### src/rtl/pe_pkg.sv
// Shared PE definitions: mode and FSM encodings plus the saturating/sign-extend
// helpers that the pooling unit will reuse.
package pe_pkg;
   localparam int XW = 64;  // working width for helpers; callers truncate to their own PW

   typedef enum logic [1:0] {
      MODE_MAC = 2'b00,
      MODE_SUM = 2'b01,
      MODE_MAX = 2'b10,
      MODE_RSV = 2'b11
   } modeT;

   typedef enum logic [1:0] {
      IDLE  = 2'b00,
      ISSUE = 2'b01,
      DRAIN = 2'b10
   } stateT;

   // Treat the low w bits of v as signed and extend to XW.
   function automatic logic signed [XW-1:0] sext(input logic [XW-1:0] v, input int w);
      logic signed [XW-1:0] t;
      t = v << (XW - w);
      return t >>> (XW - w);
   endfunction

   // a+b clamped to the signed pw-bit range; a and b must already lie in that range.
   function automatic logic signed [XW-1:0] satAdd(input logic signed [XW-1:0] a,
                                                   input logic signed [XW-1:0] b,
                                                   input int pw);
      logic signed [XW-1:0] one, hi, lo, s;
      one = XW'(1);
      hi  = (one <<< (pw - 1)) - one;
      lo  = ~hi;
      s   = a + b;
      if (s > hi) return hi;
      if (s < lo) return lo;
      return s;
   endfunction
endpackage

### src/rtl/pe_local_store.sv
// Single-write, synchronous-read local store; a same-cycle read of the written
// address returns the old word.
module pe_local_store #(
   parameter int W = 16,
   parameter int A = 7
) (
   input  logic         CLK,
   input  logic         wrEn,
   input  logic [A-1:0] wrAddr,
   input  logic [W-1:0] wrData,
   input  logic [A-1:0] rdAddr,
   output logic [W-1:0] rdData
);
   logic [W-1:0] mem [2**A];

   always_ff @(posedge CLK) begin
      if (wrEn) mem[wrAddr] <= wrData;
      rdData <= mem[rdAddr];
   end
endmodule

### src/rtl/pe_mac_pipelined.sv
// Systolic PE: self-addressed MAC / sum-pool / max-pool over a base/stride/length
// descriptor, seeded with the upstream partial sum.
module pe_mac_pipelined
   import pe_pkg::*;
#(
   parameter int W  = 16,
   parameter int A  = 7,
   parameter int PW = 40
) (
   input  logic                 CLK,
   input  logic                 RST,
   input  logic                 kWrEn,
   input  logic [A-1:0]         kWrAddr,
   input  logic [W-1:0]         kWrData,
   input  logic                 nWrEn,
   input  logic [A-1:0]         nWrAddr,
   input  logic [W-1:0]         nWrData,
   input  logic                 start,
   input  logic [A:0]           len,
   input  logic [A-1:0]         kBase,
   input  logic [A-1:0]         nBase,
   input  logic [A-1:0]         nStride,
   input  logic [1:0]           mode,
   input  logic signed [PW-1:0] psumIn,
   output logic signed [PW-1:0] psumOut,
   output logic                 psumOutValid,
   output logic                 busy
);
   stateT              state, stateNxt;
   modeT               modeR;
   logic [A:0]         lenR, stepCnt;
   logic [A-1:0]       kAddr, nAddr, nStrideR;
   logic [2:1]         vldPipe;   // [1] store data ready, [2] operand ready
   logic [3:1]         lastPipe;  // end-of-descriptor token trailing the last step
   logic               accept, issueVld, lastIssue;
   logic signed [W-1:0]    kRd, nRd;
   logic signed [2*W-1:0]  prod;
   logic signed [PW-1:0]   opReg, opNext, acc, accNext;
   logic signed [XW-1:0]   accX, opX;

   pe_local_store #(.W(W), .A(A)) uKStore (
      .CLK(CLK), .wrEn(kWrEn), .wrAddr(kWrAddr), .wrData(kWrData),
      .rdAddr(kAddr), .rdData(kRd)
   );

   pe_local_store #(.W(W), .A(A)) uNStore (
      .CLK(CLK), .wrEn(nWrEn), .wrAddr(nWrAddr), .wrData(nWrData),
      .rdAddr(nAddr), .rdData(nRd)
   );

   assign accept    = start && (state == IDLE);
   assign issueVld  = (state == ISSUE);
   assign lastIssue = issueVld && (stepCnt == lenR - (A+1)'(1));
   assign busy      = (state != IDLE);
   assign prod      = kRd * nRd;

   always_comb begin
      stateNxt = state;
      case (state)
         IDLE:    if (start) stateNxt = (len == '0) ? DRAIN : ISSUE;
         ISSUE:   if (lastIssue) stateNxt = DRAIN;
         DRAIN:   if (lastPipe[3]) stateNxt = IDLE;
         default: stateNxt = IDLE;
      endcase
   end

   // Reserved mode falls through to MAC.
   always_comb begin
      opNext = PW'(sext({{(XW-2*W){1'b0}}, prod}, 2*W));
      if (modeR == MODE_SUM || modeR == MODE_MAX)
         opNext = PW'(sext({{(XW-W){1'b0}}, nRd}, W));
      accX    = sext({{(XW-PW){1'b0}}, acc}, PW);
      opX     = sext({{(XW-PW){1'b0}}, opReg}, PW);
      accNext = PW'(satAdd(accX, opX, PW));
      if (modeR == MODE_MAX) accNext = (opX > accX) ? opReg : acc;
   end

   always_ff @(posedge CLK or posedge RST) begin
      if (RST) begin
         state        <= IDLE;
         modeR        <= MODE_MAC;
         lenR         <= '0;
         stepCnt      <= '0;
         kAddr        <= '0;
         nAddr        <= '0;
         nStrideR     <= '0;
         vldPipe      <= '0;
         lastPipe     <= '0;
         opReg        <= '0;
         acc          <= '0;
         psumOut      <= '0;
         psumOutValid <= 1'b0;
      end else begin
         state        <= stateNxt;
         vldPipe      <= {vldPipe[1], issueVld};
         lastPipe     <= {lastPipe[2:1], (accept && len == '0) || lastIssue};
         psumOutValid <= lastPipe[3];
         if (lastPipe[3]) psumOut <= acc;
         if (vldPipe[1]) opReg <= opNext;
         if (accept) begin
            lenR     <= len;
            kAddr    <= kBase;
            nAddr    <= nBase;
            nStrideR <= nStride;
            modeR    <= modeT'(mode);
            stepCnt  <= '0;
            acc      <= psumIn;
         end else begin
            if (issueVld) begin
               kAddr   <= kAddr + A'(1);
               nAddr   <= nAddr + nStrideR;
               stepCnt <= stepCnt + (A+1)'(1);
            end
            if (vldPipe[2]) acc <= accNext;
         end
      end
   end
endmodule

### config.mk
export PLATFORM = sky130hd
export DESIGN_NAME = pe_mac_pipelined
export DESIGN_NICKNAME = d
export VERILOG_FILES = /design/src/rtl/pe_pkg.sv /design/src/rtl/pe_local_store.sv /design/src/rtl/pe_mac_pipelined.sv
export SDC_FILE = /design/constraint.sdc
export NUM_CORES = 2
export LEC_CHECK = 0
export BUFFER_PORTS_ARGS = -buffer_cell sky130_fd_sc_hd__buf_2
export CORE_MARGIN = 1.5
export CORE_UTILIZATION = 68
export DETAILED_ROUTE_END_ITERATION = 10
export HOLD_SLACK_MARGIN = 0.05
export PLACE_DENSITY = 0.85
export SETUP_SLACK_MARGIN = 0.15
export SYNTH_ARGS = -nofsm -noshare
export SYNTH_HDL_FRONTEND = slang
export SYNTH_SLANG_ARGS = --single-unit
### constraint.sdc
create_clock -name CLK -period 19.7 [get_ports CLK]
set_input_delay 3.94 -clock CLK [delete_from_list [all_inputs] [get_ports CLK]]
set_output_delay 3.94 -clock CLK [all_outputs]
set_load 0.01 [all_outputs]
=== After elaboration in Yosys (flattened, before gate mapping) ===
Memories as Yosys holds them, arrays and structs flattened. A register that Yosys moved wholly into a read port is not among the register bits.
Cells that the tools add are included.

* RAM bits: 4,096
* Register bits after elaboration: 167
* Input bits: 122
* ROM bits: 0
* Latch bits: 0
* Memories: 2
* Output and inout bits: 42
* Logic and storage cells: 72

{| class="wikitable"
|+ Memory list
! name !! words !! width !! read ports !! clocked after memory_dff !! write ports !! line !! source
|-
| uKStore.mem || 128 || 16 || 1 || 1 || 1 || pe_local_store.sv:14 || <nowiki>logic [W-1:0] mem [2**A];</nowiki>
|-
| uNStore.mem || 128 || 16 || 1 || 1 || 1 || pe_local_store.sv:14 ||
|}

* Divide/modulo/power cells: 0
* Bitwise logic cells: 0
* Multiplexer cells: 27
* Equal/unequal tests: 9
* Add/sub/neg operators: 5
* $mul: 1
* Shifts and indexed selects: 0
* Magnitude comparators: 3
* Reductions and logical operators: 12

{| class="wikitable"
|+ Operator list
! operator !! number
|-
| $mux W40 || 9
|-
| $add A40 B40 Y41 || 1
|-
| $gt A41 B40 Y1 const B || 1
|-
| $lt A41 B40 Y1 const B || 1
|-
| $gt A40 B40 Y1 || 1
|-
| $mul A16 B16 Y32 || 1
|-
| $mux W7 || 4
|-
| $mux W8 || 2
|-
| $add A8 B1 Y8 const B || 1
|-
| $eq A8 B8 Y1 || 1
|-
| $logic_not A8 Y1 || 1
|-
| $mux W2 || 4
|-
| $sub A8 B1 Y8 const B || 1
|-
| $add A7 B1 Y7 const B || 1
|-
| $add A7 B7 Y7 || 1
|-
| $mux W1 || 7
|-
| $pmux W2 S3 || 1
|-
| $reduce_bool A2 Y1 || 3
|-
| $eq A2 B1 Y1 const B || 2
|-
| $eq A2 B2 Y1 const B || 2
|-
| $ne A2 B2 Y1 const B || 2
|-
| $logic_and A1 B1 Y1 || 3
|-
| $ne A3 B2 Y1 const B || 1
|-
| $reduce_and A3 Y1 || 1
|-
| 4 further kinds || 5
|}

=== Logic depth before layout (Yosys ltp) ===
* Word-level depth: 9
* Depth in mapped cells: 25
* Gate-level depth less buffers: 23

=== Cells and area by module ===
Synthesis repeated with hierarchy kept, for this count alone.

* Cells, all modules: 8,514
* Area, all modules: 177,850.6 um^2

{| class="wikitable"
|+ By module, submodules not included
! module !! area an instance (um^2) !! sequential area each (um^2) !! instances !! cells each
|-
| pe_local_store || 78,522.8 || 61,819.3 || 2 || 3,086
|-
| pe_mac_pipelined || 20,805.0 || 3,978.8 || 1 || 2,342
|}

=== Worst setup path after synthesis ===
Ideal clock, no wire load.

* Kind: register to register
* From: register uNStore.rdData[8], read port of uNStore.mem
* To: register opReg[38]
* Setup time: 0.141 ns
* Buffers on the path: 2
* Setup slack: 13.272 ns
* Clock period less this slack: 6.428 ns
* Stages on the path, launching flop included: 26
* Data arrival time: 6.287 ns
* Cell sequence: dfxtp_1 > clkbuf_1 > clkbuf_1 > nand2_1 > fa_1 > inv_1 > fa_1 > inv_1 > fa_1 > inv_1 > fa_1 > fa_1 > inv_1 > fa_1 > inv_1 > ha_1 > and4_1 > a221oi_1 > a32oi_1 > o21ai_0 > o21ai_0 > and4_1 > a2111oi_0 > a21oi_1 > xnor2_1 > a31oi_1

* Word-level cells in the longest chain between the ends: 2

{| class="wikitable"
|+ RTL lines
! item !! line !! source
|-
| start, declared || pe_local_store.sv:12 || <nowiki>output logic [W-1:0] rdData</nowiki>
|-
| $mul A16 B16 Y32 || pe_mac_pipelined.sv:55 || <nowiki>assign prod = kRd * nRd;</nowiki>
|-
| $mux W40 || pe_mac_pipelined.sv:70 || <nowiki>if (modeR == MODE_SUM || modeR == MODE_MAX)</nowiki>
|-
| end signal, assigned || pe_mac_pipelined.sv:99 || <nowiki>if (vldPipe[1]) opReg <= opNext;</nowiki>
|-
| end, declared || pe_mac_pipelined.sv:38 || <nowiki>logic signed [PW-1:0] opReg, opNext, acc, accNext;</nowiki>
|}

Every way passes these cells.
A chain may end at the register's enable or synchronous reset.

=== Worst setup path in the final report ===
* From: register uNStore.rdData[1], read port of uNStore.mem
* To: register opReg[38]

The elaborated chain is that of the path after synthesis.

==> flow_summary_export.csv <==
group,metric,value,unit
cts,cts-resized-gates,0,
die,start_util,68.5,%
cts,cts_setup_buffers,0,
setup_path,crit_chain,"nand2_1 > inv_1 > fa_1 > fa_1 > fa_1 > fa_1 > fa_1 > inv_1 > fa_1 > inv_1 > ha_1 > a21oi_1 > o21bai_1 > a21oi_1 > o21ai_0 > and4_1 > a2111oi_0 > a21oi_1 > xnor2_1 > a31oi_1",
route,drt-vias-per-instance,7.85,
grt,overflow,0,
die,num_rows,187,
synth,synth_edf_count,4096,
cts,clockBufferDepth,4,
route,drt_iter0_drc,20100,
setup_path,crit_buf_inv,3,
cells_and_area,finalNetCount,9893,
sta,fin_crit,7.25,ns
sta,tightestPinTransition,1.61,ns
placed_design,dpl.hpwl,283,mm
cells_and_area,drive_above_1_share,24.4,%
route,wl_per_cell,42.9,um
cts,clock_sinks,4287,
sta,fin_crit_sh,36.8,%
setup_path,crit_fanout,17,
setup_path,critPathSlowestCell,"fa_1",
setup_path,arrival,8.07,ns
setup_path,endpoint_kind,"flip-flop",
setup_path,crit_required,20.52,ns
sta,setup_ws,12.45,ns
cts,root_buffer,"clkbuf_16",
cts,worstSkewPairLatency,1.05,ns
grt,grt_start_max_net_pins,151,
synth,ys_types,89,
placed_design,place_ws,12.61,ns
sta,setup_viol,0,
synth,async_flop_share,3.71,%
placed_design,place_congestion,0.892,
grt,grt_pass1_wl,777,mm
route,wl,565,mm
cts,cts_max_level,5,
synth,syn_nets,9465,
grt,grt_use_total,42.3,%
sta,maxSlewViolCount,13,
synth,synth_ff_type,"edfxtp_1",
run_status,status,"complete, but fails checks",
die,die_x,515,um
cts,clkTransAtPathRegs,0.07,ns
cells_and_area,final_cell_mix,"4096 x edfxtp_1, 1157 x mux4_2, 408 x clkbuf_16",
route,ant_nets,0,
sta,skew,0.0868,ns
sta,timing.slew.headroom,-8.01,%
synth,syn_inst,8907,
sta,fmax,138,MHz
sta,rsz0062_at_grt,"no",
setup_path,cpMostUsedCell,"fa_1",
cells_and_area,postLayoutCoreUtil,75.9,%
die,die_h,515,um
run_status,violations,"max-capacitance violations, max-slew violations",
setup_path,start_kind,"flip-flop",
cells_and_area,layout_commonest_cell,"edfxtp_1",
run,drv_cap,1,
grt,antenna_found_initial,65,
cells_and_area,n_fill_cell,12300,
placed_design,io_buffers,163,
synth,synth_warnings,0,
cts,cts-buffers-inserted,405,
die,fp.coreArea,260000,sq um
synth,ys_seq_elements,4287,
synth,netlist_area,178000,sq um
cts,hold_buffers,0,
route,firstDrtPassIters,9,
sta,hold_viol_final,0,
synth,yosysSeqAreaShare,71.7,%
setup_path,worstSetupPathType,"reg2reg",
sta,tns,0,ns
synth,post_synth.cell_area_avg,20.0,sq um
sta,holdWs,0.354,ns
grt,grt_pass1_vias,101000,
die,io-pin-count,164,
die,design.die.area,265000,sq um
route,route.vias.total,103000,
worst_hold_path,hp-class,"reg2reg",
setup_path,path_delay_family,"adder cells",
cts,cts_tree,"built",
route,drcViolationCount,0,
cells_and_area,area_growth,10.9,%
setup_path,slowest_delay,0.99,ns
[flip-flops by register name, summed over array words and instances (netlist names), 3 cells and up]
signal / flops
uKStore.mem: 2048
uNStore.mem: 2048
acc: 40
psumOut: 40
opReg: 32
uKStore.rdData: 16
uNStore.rdData: 16
lenR: 8
stepCnt: 8
kAddr: 7
nAddr: 7
nStrideR: 7
lastPipe: 3
[path summary, 6_finish.rpt]
| check | start | slack [ns] | cells after the start | endpoint |
|---|---|---|---|---|
| worst min-delay path | lastPipe[2] | 0.35 | 0 | lastPipe[3] |
| worst min register to register | lastPipe[2] | 0.35 | 0 | lastPipe[3] |
| min in group asynchronous | RST | 2.97 | 2 | kAddr[1] |
| worst max-delay path | uNStore.rdData[1] | 12.45 | 20 | opReg[38] |
| max in group asynchronous | RST | 15.50 | 3 | nAddr[1] |
| worst max register to register | uNStore.rdData[1] | 12.45 | 20 | opReg[38] |
[synthesized netlist by cell type, drive strengths merged, types with 32 or more instances]
master / instances / area, sq um
a211oi: 66 / 500
a21oi: 199 / 1000
and2: 127 / 796
buf: 169 / 778
clkbuf: 303 / 1140
dfrtp: 159 / 3980
dfxtp: 32 / 641
edfxtp: 4096 / 123000
fa: 264 / 5290
ha: 172 / 2150
inv: 381 / 1430
mux2: 61 / 687
mux2i: 235 / 2350
mux4: 1157 / 26100
nand2: 312 / 1170
nand3: 52 / 260
nor2: 391 / 1480
nor3: 36 / 185
o21ai: 92 / 460
o221ai: 114 / 998
o22ai: 75 / 469
xnor2: 78 / 683
[kinds of logic after synthesis]
| logic type | after synthesis | synth area share [%] |
|---|---|---|
| DFF | 4287 | 71.7 |
| muxes | 1453 | 16.3 |
| and+or+nand+nor | 1062 | 2.72 |
| buffers and inverters | 854 | 1.88 |
| AOI/OAI and AO/OA | 722 | 2.75 |
| adders and majority gates | 436 | 4.18 |
| xor gates and xnor gates | 93 | 0.458 |
[through the flow]
step	instances	area (sq um)
5_1_grt	13200	197000
3_3_place_gp	12400	184000
4_1_cts	13200	197000
3_5_place_dp	12400	184000
6_report	13200	197000
2_1_floorplan	8907	178000
[worst register-to-register path, cell delays in order, from the launching register on]
cell	delay [ns]
dfxtp_1	0.75
nand2_1	0.21
inv_1	0.16
fa_1	0.54
fa_1	0.99
fa_1	0.57
fa_1	0.51
fa_1	0.50
inv_1	0.05
fa_1	0.48
inv_1	0.04
ha_1	0.36
a21oi_1	0.25
o21bai_1	0.09
a21oi_1	0.13
o21ai_0	0.13
and4_1	0.23
a2111oi_0	0.64
a21oi_1	0.17
xnor2_1	0.19
a31oi_1	0.10
[per-layer routing]
layer	routed length [um]	track usage [%]	part of all wire [%]
met3	78500	10.4	14
met2	270000	67.1	48
met4	49000	26.6	8.7
met5	459	0	0.081
met1	167000	53.0	30
[final cells by class]
| cell class | instances | area, sq um | share of cell area [%] |
|---|---|---|---|
| Sequential cell | 4287 | 128000 | 64.7 |
| Timing Repair Buffer | 493 | 3470 | 1.76 |
| Multi-Input combinational cell | 3766 | 47300 | 23.9 |
| Clock buffer | 484 | 10500 | 5.33 |
| Inverter | 382 | 1440 | 0.732 |
| Antenna cell | 28 | 70.1 | 0.0355 |
| Tap cell | 3496 | 4370 | 2.22 |
| Clock inverter | 250 | 2600 | 1.32 |
Power is left out: the tool's default activity adds up to more than one toggle a clock period on the data nets, which glitch-free logic cannot reach.
